===== src/rtl/ram_rd_burst_pkg.sv =====
// Shared types and default widths for the burst read-request generator.
package ram_rd_burst_pkg;

  localparam int unsigned DEF_ADD_W = 8;
  localparam int unsigned DEF_LEN_W = 8;
  localparam int unsigned DEF_ID_W  = 4;
  localparam int unsigned DEF_SIDE_W = DEF_ID_W + 2;

  typedef struct packed {
    logic [DEF_ID_W-1:0] id;
    logic                first;
    logic                last;
  } side_t;

  typedef enum logic [0:0] {
    IDLE  = 1'b0,
    BURST = 1'b1
  } state_e;

endpackage


===== src/rtl/fifo_element.sv =====
// Small rdy/vld FIFO stage; TYPE_ARRAY bit 1 selects a flopped input ready (low through reset).
module fifo_element #(
  parameter int unsigned W          = 8,
  parameter int unsigned DEPTH      = 2,
  parameter logic [7:0]  TYPE_ARRAY = 8'h12
) (
  input  logic         clk,
  input  logic         s_rst_n,
  input  logic         in_vld,
  output logic         in_rdy,
  input  logic [W-1:0] in_data,
  output logic         out_vld,
  input  logic         out_rdy,
  output logic [W-1:0] out_data
);

  localparam int unsigned PTR_W   = (DEPTH > 1) ? $clog2(DEPTH) : 1;
  localparam int unsigned CNT_W   = $clog2(DEPTH + 1);
  localparam bit          REG_RDY = TYPE_ARRAY[1];

  logic [W-1:0]     mem_q [DEPTH];
  logic [PTR_W-1:0] wr_ptr_q;
  logic [PTR_W-1:0] rd_ptr_q;
  logic [CNT_W-1:0] cnt_q;
  logic [CNT_W-1:0] cnt_d;
  logic             push;
  logic             pop;

  function automatic logic [PTR_W-1:0] ptr_inc(input logic [PTR_W-1:0] p);
    return (p == PTR_W'(DEPTH - 1)) ? '0 : p + PTR_W'(1);
  endfunction

  assign push     = in_vld & in_rdy;
  assign pop      = out_vld & out_rdy;
  assign out_vld  = (cnt_q != '0);
  assign out_data = mem_q[rd_ptr_q];
  assign cnt_d    = cnt_q + CNT_W'(push) - CNT_W'(pop);

  always_ff @(posedge clk) begin
    if (!s_rst_n) begin
      wr_ptr_q <= '0;
      rd_ptr_q <= '0;
      cnt_q    <= '0;
    end else begin
      if (push) wr_ptr_q <= ptr_inc(wr_ptr_q);
      if (pop)  rd_ptr_q <= ptr_inc(rd_ptr_q);
      cnt_q <= cnt_d;
    end
  end

  // Storage needs no reset; occupancy alone decides validity.
  always_ff @(posedge clk) begin
    if (push) mem_q[wr_ptr_q] <= in_data;
  end

  if (REG_RDY) begin : g_reg_rdy
    logic rdy_q;
    always_ff @(posedge clk) begin
      if (!s_rst_n) rdy_q <= 1'b0;
      else          rdy_q <= (cnt_d != CNT_W'(DEPTH));
    end
    assign in_rdy = rdy_q;
  end else begin : g_comb_rdy
    assign in_rdy = (cnt_q != CNT_W'(DEPTH));
  end

endmodule


===== src/rtl/ram_rd_burst_req.sv =====
// Expands {addr, len, id} burst commands into one wrapped read request per cycle,
// tagging each request with {id, first, last}.
module ram_rd_burst_req
  import ram_rd_burst_pkg::*;
#(
  parameter bit          CMD_IN_PIPE = 1'b1,
  parameter int unsigned ADD_W       = DEF_ADD_W,
  parameter int unsigned RAM_DEPTH   = 2 ** ADD_W,
  parameter int unsigned LEN_W       = DEF_LEN_W,
  parameter int unsigned ID_W        = DEF_ID_W,
  localparam int unsigned SIDE_W     = ID_W + 2
) (
  input  logic              clk,
  input  logic              s_rst_n,
  input  logic              cmd_vld,
  output logic              cmd_rdy,
  input  logic [ADD_W-1:0]  cmd_add,
  input  logic [LEN_W-1:0]  cmd_len,
  input  logic [ID_W-1:0]   cmd_id,
  output logic              rd_vld,
  input  logic              rd_rdy,
  output logic [ADD_W-1:0]  rd_add,
  output logic [SIDE_W-1:0] rd_side,
  output logic              busy
);

  localparam int unsigned      CMD_W    = ADD_W + LEN_W + ID_W;
  localparam logic [0:0]       S_IDLE   = 1'(IDLE);
  localparam logic [0:0]       S_BURST  = 1'(BURST);
  localparam logic [ADD_W-1:0] ADD_LAST = ADD_W'(RAM_DEPTH - 1);

  logic             c_vld;
  logic             c_rdy_c;
  logic [CMD_W-1:0] c_data;
  logic [ADD_W-1:0] c_add;
  logic [LEN_W-1:0] c_len;
  logic [ID_W-1:0]  c_id;
  logic             pipe_vld;

  logic [0:0]       state_q, state_d;
  logic [ADD_W-1:0] add_q, add_d;
  logic [LEN_W-1:0] rem_q, rem_d;
  logic [ID_W-1:0]  id_q, id_d;
  logic             first_q, first_d;
  logic             last_q, last_d;
  logic             load;

  if (CMD_IN_PIPE) begin : g_pipe
    fifo_element #(
      .W          (CMD_W),
      .DEPTH      (2),
      .TYPE_ARRAY (8'h12)
    ) u_cmd_pipe (
      .clk      (clk),
      .s_rst_n  (s_rst_n),
      .in_vld   (cmd_vld),
      .in_rdy   (cmd_rdy),
      .in_data  ({cmd_add, cmd_len, cmd_id}),
      .out_vld  (c_vld),
      .out_rdy  (c_rdy_c),
      .out_data (c_data)
    );
    assign pipe_vld = c_vld;
  end else begin : g_direct
    assign c_vld    = cmd_vld;
    assign cmd_rdy  = c_rdy_c;
    assign c_data   = {cmd_add, cmd_len, cmd_id};
    assign pipe_vld = 1'b0;
  end

  assign {c_add, c_len, c_id} = c_data;

  // A new command may enter while idle or alongside the handshake of the final beat.
  assign c_rdy_c = (state_q == S_IDLE) | (rd_vld & rd_rdy & last_q);

  always_ff @(posedge clk) begin
    if (!s_rst_n) begin
      state_q <= S_IDLE;
      add_q   <= '0;
      rem_q   <= '0;
      id_q    <= '0;
      first_q <= 1'b0;
      last_q  <= 1'b0;
    end else begin
      state_q <= state_d;
      add_q   <= add_d;
      rem_q   <= rem_d;
      id_q    <= id_d;
      first_q <= first_d;
      last_q  <= last_d;
    end
  end

  always_comb begin
    state_d = state_q;
    add_d   = add_q;
    rem_d   = rem_q;
    id_d    = id_q;
    first_d = first_q;
    last_d  = last_q;
    load    = 1'b0;
    case (state_q)
      S_IDLE: begin
        if (c_vld) begin
          load    = 1'b1;
          state_d = S_BURST;
        end
      end
      S_BURST: begin
        if (rd_rdy) begin
          if (!last_q) begin
            add_d   = (add_q == ADD_LAST) ? '0 : add_q + ADD_W'(1);
            rem_d   = rem_q - LEN_W'(1);
            first_d = 1'b0;
            last_d  = (rem_q == LEN_W'(1));
          end else if (c_vld) begin
            load = 1'b1;
          end else begin
            state_d = S_IDLE;
          end
        end
      end
      default: state_d = S_IDLE;
    endcase
    if (load) begin
      add_d   = c_add;
      rem_d   = c_len;
      id_d    = c_id;
      first_d = 1'b1;
      last_d  = (c_len == '0);
    end
  end

  assign rd_vld  = (state_q == S_BURST);
  assign rd_add  = add_q;
  assign rd_side = {id_q, first_q, last_q};
  assign busy    = (state_q == S_BURST) | pipe_vld;

`ifndef SYNTHESIS
  logic              chk_stall;
  logic [ADD_W-1:0]  chk_add;
  logic [SIDE_W-1:0] chk_side;

  always_ff @(posedge clk) begin
    chk_stall <= s_rst_n & rd_vld & ~rd_rdy;
    chk_add   <= rd_add;
    chk_side  <= rd_side;
    if (s_rst_n && c_vld && c_rdy_c && (32'(c_add) >= RAM_DEPTH))
      $fatal(1, "ram_rd_burst_req: command address %0d outside RAM depth %0d", c_add, RAM_DEPTH);
    if (s_rst_n && chk_stall && ((rd_add != chk_add) || (rd_side != chk_side)))
      $fatal(1, "ram_rd_burst_req: request changed while stalled");
  end
`endif

endmodule

===== config.mk =====
export PLATFORM = sky130hd
export DESIGN_NAME = ram_rd_burst_req
export DESIGN_NICKNAME = d
export VERILOG_FILES = /design/src/rtl/ram_rd_burst_pkg.sv /design/src/rtl/fifo_element.sv /design/src/rtl/ram_rd_burst_req.sv
export SDC_FILE = /design/constraint.sdc
export NUM_CORES = 1
export LEC_CHECK = 0
export CORE_ASPECT_RATIO = 1.4
export CORE_MARGIN = 1
export CORE_UTILIZATION = 45
export CTS_BUF_LIST = sky130_fd_sc_hd__clkbuf_4 sky130_fd_sc_hd__clkbuf_8
export DETAILED_ROUTE_END_ITERATION = 10
export PLACE_DENSITY = 0.71
export REMOVE_ABC_BUFFERS = 1
export SLEW_MARGIN = 40
export SYNTH_ARGS = -nofsm -noshare
export SYNTH_HDL_FRONTEND = slang
export SYNTH_SLANG_ARGS = --single-unit

===== constraint.sdc =====
create_clock -name clk -period 2.2 [get_ports clk]
set_input_delay 0.33 -clock clk [delete_from_list [all_inputs] [get_ports clk]]
set_output_delay 0.33 -clock clk [all_outputs]
set_load 0.02 [all_outputs]

# After elaboration in Yosys (flattened, before gate mapping)
# Memories as Yosys holds them, arrays and structs flattened. A register that Yosys moved wholly into a read port is not among the register bits.
# Cells that the tools add are included.
# totals
reg_bits	28
ram_bits	40
out_inout_bits	17
memories	1
# classes
add_sub_neg	6
eq_ne	4
muxes	30
bitwise_logic	7
reduce_logical	6
# memory_table
name	words	word_bits	read_ports	rd_clocked_by_memory_dff	wr	line	rtl
g_pipe.u_cmd_pipe.mem_q	2	20	1	1	1	fifo_element.sv:21	logic [W-1:0] mem_q [DEPTH];
# op_table
operator	n
two-way mux 8 bit	9
two-way mux 1 bit	19
adder 8 x 1 -> 8 bit, second input constant	1
equality test 8 x 1 -> 1 bit, second input constant	1
equality test 8 bit, second input constant	1
zero test 8 bit	1
subtractor 8 x 1 -> 8 bit, second input constant	1
nonzero test 2 bit	3
bitwise AND 1 bit	4
case mux 1 bit (2 select lines)	2
AND reduction 3 bit	1
adder 1 bit, second input constant	2
adder 2 x 1 -> 2 bit	1
!= test 2 x 1 -> 1 bit, second input constant	1
!= test 2 bit, second input constant	1
bitwise OR 1 bit	2
AND reduction 2 bit	1
subtractor 2 x 1 -> 2 bit	1
NOT 1 bit	1

# Longest topological paths before layout
# Gate-level depths: netlist (run 1).
# logic_depth
word_depth	7
ltp_mapped	11
mapped_depth_nobuf	9

# Modules after synthesis
# From an unflattened synthesis (run 1), not the netlist that was laid out.
# unflattened
cells_unflattened	252
area_unflattened_um2	3064.2
# modules_own_cells
module	instances	cells_per_inst	area_per_inst_um2	seq_area_each_um2
fifo_element	1	86	1690.4	1321.3
ram_rd_burst_req	1	166	1373.8	460.4

# Worst setup path before layout (run 1)
# No wires, ideal clock.
# synth_timing
path_type	reg2reg
startpoint	reg state_q, in the netlist rd_vld
endpoint	reg g_pipe.u_cmd_pipe.g_reg_rdy.rdy_q, in the netlist g_pipe.u_cmd_pipe.in_rdy
setup_time_ps	115
t_arrival_ps	1956
slack_ps	129
path_stages_with_launch	11
period_less_slack_ps	2071
cell_sequence	dfxtp_1 a21bo_2 nand2_4 inv_2 buf_6 ha_1 inv_1 ha_1 xor2_1 xnor2_1 o21a_1
# synth_between
elab_chain_len	6
elab_cells_between_ends	7
# synth_rtl
item	line	rtl
start: declaration	ram_rd_burst_req.sv:40	logic [0:0] state_q, state_d;
start signal: assignment	ram_rd_burst_req.sv:85	state_q <= state_d;
bitwise AND 1 bit (2 in series)	ram_rd_burst_req.sv:74	assign c_rdy_c = (state_q == S_IDLE) | (rd_vld & rd_rdy & last_q);
bitwise OR 1 bit (*)	ram_rd_burst_req.sv:74	
bitwise AND 1 bit (*)	fifo_element.sv:34	assign pop = out_vld & out_rdy;
named net g_pipe.u_cmd_pipe.pop	fifo_element.sv:27	logic pop;
subtractor 2 x 1 -> 2 bit (*)	fifo_element.sv:37	assign cnt_d = cnt_q + CNT_W'(push) - CNT_W'(pop);
!= test 2 bit (*)	fifo_element.sv:60	else rdy_q <= (cnt_d != CNT_W'(DEPTH));
end signal: assignment	fifo_element.sv:60	
end: declaration	fifo_element.sv:57	logic rdy_q;
# The timed path passes the listed nets; every way through them passes the cells marked *.
# A chain may end at the register's enable or synchronous reset.

# Worst setup path after layout (run 1)
# layout_timing
startpoint	reg g_pipe.u_cmd_pipe.cnt_q[1]
endpoint	out busy
# layout_between
elab_chain_len	2
# layout_rtl
item	line	rtl
start: declaration	fifo_element.sv:24	logic [CNT_W-1:0] cnt_q;
start signal: assignment	fifo_element.sv:47	cnt_q <= cnt_d;
nonzero test 2 bit	fifo_element.sv:35	assign out_vld = (cnt_q != '0);
bitwise OR 1 bit	ram_rd_burst_req.sv:137	assign busy = (state_q == S_BURST) | pipe_vld;
end: declaration	ram_rd_burst_req.sv:24	output logic busy
# Every way passes these cells.

==> flow_summary.ini, run 1 <==
[global_route]
grt-busiest-layer = met2
grt_pass1_wl_um = 9940
first_global_vias = 2080
globalRouteMet3Util_pct = 4.52
pin_count_of_the_biggest_net_entering_global_routing = 31
antenna_found_initial = 0
grt.overflow.total = 0
use_met2_pct = 29.3
globalRouteMet1Util_pct = 23.4
track_usage_pct = 18.4

[yosys]
postSynthRegisterBits = 69
synth_cells = 258
synth-async-reset-ratio_pct = 0
syn_avg_cell_area_um2 = 12.0
synth_top_cells_by_area = edfxtp_1, dfxtp_1, mux2i_1
post-synth-top-area-cell = edfxtp_1
synthDistinctLibCells = 51
synthesis.area_um2 = 3100
synth-edff-count = 40
synth-warning-count = 0
yosysSeqAreaShare_pct = 57.5
synthDominantCellAreaShare_pct = 38.7
synth_ff_type = edfxtp_1

[setup_path]
cp_data_required_time_ps = 1870
critical_path_peak_fanout = 4
r2r-end = g_pipe.u_cmd_pipe.in_rdy$_SDFF_PN0_
timing.critical_path.slowest_stage_cell = clkdlybuf4s50_1
ff2ff_setup_slack_ps = 350
critical_path.top_delay_family = buffers and inverters
wp_buf_inv = 1
rr_worst_depth = 9
critPathMaxStageDelay_ps = 550
path_class = reg2out
cp.arrival_ps = 1640
path_cells = or3_1 > clkdlybuf4s50_1
critical_path.reg2reg.startpoint = g_pipe.u_cmd_pipe.cnt_q[1]$_SDFF_PN0_
worst_setup_path_end_kind = output port
type_of_origin_of_the_critical_path = flop

[cells_and_area]
num-fill-cells = 560
finalNetCount = 332
insertedDiodeCount = 0
syn2layout_area_growth_pct = 23.3
finish.cell_count_without_fillers = 400
drive_gt1_share_pct = 12.7

[route]
detail_route.drc_violations = 0
dr_total_vias = 2175
vias_per_cell = 5.44
drt-wirelength-per-cell_um = 15.3
detail-route-antenna-nets = 0
initial_detailed_routing_violation_count = 246
dr.pass1.iters = 4
detail_route.wirelength_um = 6120

[sta]
period_share_pct = 89.5
final-max-slew-violation-count = 0
setup-tns-final_ps = 0
max_freq_ghz = 0.508
hold_violations = 0
worst_clock_skew_ps = 9.92
final-setup-viol-count = 0
rsz0062_at_grt = false
slew-limit-headroom_pct = 55.7
worst-slew-pin-transition_ps = 648
finalWorstPathRequiredPeriod_ps = 1970

[placed_design]
dp.cells = 384
dpl.hpwl_um = 4040
io_buffers = 40
final_wtd_congestion = 0.746

[clock_tree]
cts_max_path_buffers = 2
tritoncts = done
postCtsSetupRepairBufs = 0
cts-buffers-inserted = 9
cts_hold_repair.buffers = 0
cts-root-buf = clkbuf_8
clkLatencyLatePin_ps = 340
post_cts_resized = 0
clk_transition_reported_paths_ps = 80
htree_num_levels = 3
numClockSinks = 69

[die]
die_x_extent_um = 72.2
chipHeight_um = 100
core_um2 = 6610
floorplan.initialDensity_pct = 46.9
fp.dieArea_um2 = 7230
ios = 41
num_rows = 35

[worst_hold_path]
worst_hold_path.endpoint = id_q[2]$_SDFFE_PN0P_
min_path_cells = 1
hp-class = reg2reg
worst_hold_startpoint = id_q[2]$_SDFFE_PN0P_

[power]
power.density_nw_per_um2 = 1400
power.static_leakage_nw = 1.39
worst_ir_drop_on_vdd_uv = 849
report.power.total_mw = 5.35

[run_status]
outcome = complete, no violations

[flow_run]
timing.max_cap.violations = 0
[cell families (layout without fill, tap and decap cells)]
| family | after synthesis | in the layout | synth area share [%] |
|---|---|---|---|
| AOI/OAI and AO/OA | 73 | 73 | 17.5 |
| xor gates and xnor gates | 4 | 4 | 1.13 |
| adders and majority gates | 5 | 5 | 2.02 |
| muxes | 17 | 17 | 5.57 |
| DFF | 69 | 69 | 57.5 |
| and+or+nand+nor | 64 | 64 | 11.2 |
| buffers and inverters | 26 | 76 | 5.08 |
[cell usage after synthesis (2+ instances only)]
master     instances
a2111oi_0          3
a211oi_1           3
a21boi_0           5
a21boi_1           3
a21oi_1           16
a31oi_1            3
and2_1             4
and3_1             4
buf_2              6
buf_4              4
buf_6              5
clkbuf_1           3
dfxtp_1           29
edfxtp_1          40
ha_1               5
inv_1              7
mux2_2             2
mux2i_1           15
nand2_1           14
nand2b_1           3
nand3_1            6
nor2_1             6
nor2b_1            7
nor3_1             8
nor4_1             6
o211a_1            6
o211ai_1           2
o21a_1             5
o21ai_0           11
o221a_1            2
o221a_2            2
o22ai_1            2
xnor2_1            3
[registers in the layout, summed over array words and instances (netlist names), named ones only]
name and count:
g_pipe.u_cmd_pipe.in_rdy 1, last_q 1, g_pipe.u_cmd_pipe.rd_ptr_q 1, rd_vld 1
rem_q 8, id_q 4, g_pipe.u_cmd_pipe.wr_ptr_q 1, rd_add 8
g_pipe.u_cmd_pipe.mem_q 40, first_q 1, g_pipe.u_cmd_pipe.cnt_q 2
[metal layers]
metal	wire length (um)	vias up
met4	57	0
met2	3150	59
met3	215	7
li1	-	1065
met1	2700	1044
met5	0	-
[area by class of cell]
cell class	count	area (um2)	share of cell area, %
Multi-Input combinational cell	163	1160	30.4
Clock inverter	6	113	2.95
Tap cell	92	115	3.01
Inverter	8	30.0	0.786
Sequential cell	69	1780	46.6
Timing Repair Buffer	52	490	12.8
Clock buffer	10	131	3.44
[placed cells by master (no fill, tap or decap), types with 2 or more instances in the layout]
cell type        instances
edfxtp_1                40
clkdlybuf4s50_1         40
dfxtp_1                 29
a21oi_1                 16
mux2i_1                 15
nand2_1                 14
buf_4                   12
o21ai_0                 11
clkbuf_8                 9
nor3_1                   8
inv_1                    7
nor2b_1                  7
nor2_1                   6
o211a_1                  6
nor4_1                   6
nand3_1                  6
a21boi_0                 5
o21a_1                   5
ha_1                     5
and2_1                   4
and3_1                   4
xnor2_1                  3
a31oi_1                  3
nand2b_1                 3
a21boi_1                 3
a2111oi_0                3
a211oi_1                 3
bufinv_16                3
o211ai_1                 2
o221a_2                  2
mux2_2                   2
o221a_1                  2
o22ai_1                  2
clkinv_4                 2
[how the worst max path moves through the flow]
stage	depth (start not counted)	startpoint	slack [ps]	end
2_1_floorplan	9	rd_vld$_SDFF_PN0_	60	g_pipe.u_cmd_pipe.in_rdy$_SDFF_PN0_
3_3_place_gp	10	rd_rdy	70	g_pipe.u_cmd_pipe.in_rdy$_SDFF_PN0_
3_5_place_dp	10	rd_rdy	5	g_pipe.u_cmd_pipe.in_rdy$_SDFF_PN0_
4_1_cts	2	g_pipe.u_cmd_pipe.cnt_q[1]$_SDFF_PN0_	210	busy
5_1_grt	2	g_pipe.u_cmd_pipe.cnt_q[1]$_SDFF_PN0_	170	busy
6_report	2	g_pipe.u_cmd_pipe.cnt_q[1]$_SDFF_PN0_	230	busy
[per-stage QoR]
step / setup WS (ps) / util, % / cell area, um2 / hold WS (ps)
global placement: 67.0 / 54.1 / 3580 / 479
global route: 175 / 57.8 / 3820 / 517
floorplan: 62.2 / - / 2970 / 429
CTS: 214 / 57.8 / 3820 / 508
detailed placement: 5.25 / 54.1 / 3580 / 492
finish: 231 / 57.8 / 3820 / 508
[power by group]
group | leakage (nW) | switching [mW] | internal, mW
clock | 0.124 | 0.475 | 0.768
combinational | 0.664 | 1.18 | 0.969
sequential | 0.605 | 0.262 | 1.70
Note: power is estimated with default switching activity, not from simulation.
==> run 2: changes to the inputs <==
Settings changed: SKIP_CTS_REPAIR_TIMING set to 1.
==> results of run 2 <==
The final DEF is identical to that of run 1; final timing and power are the same.
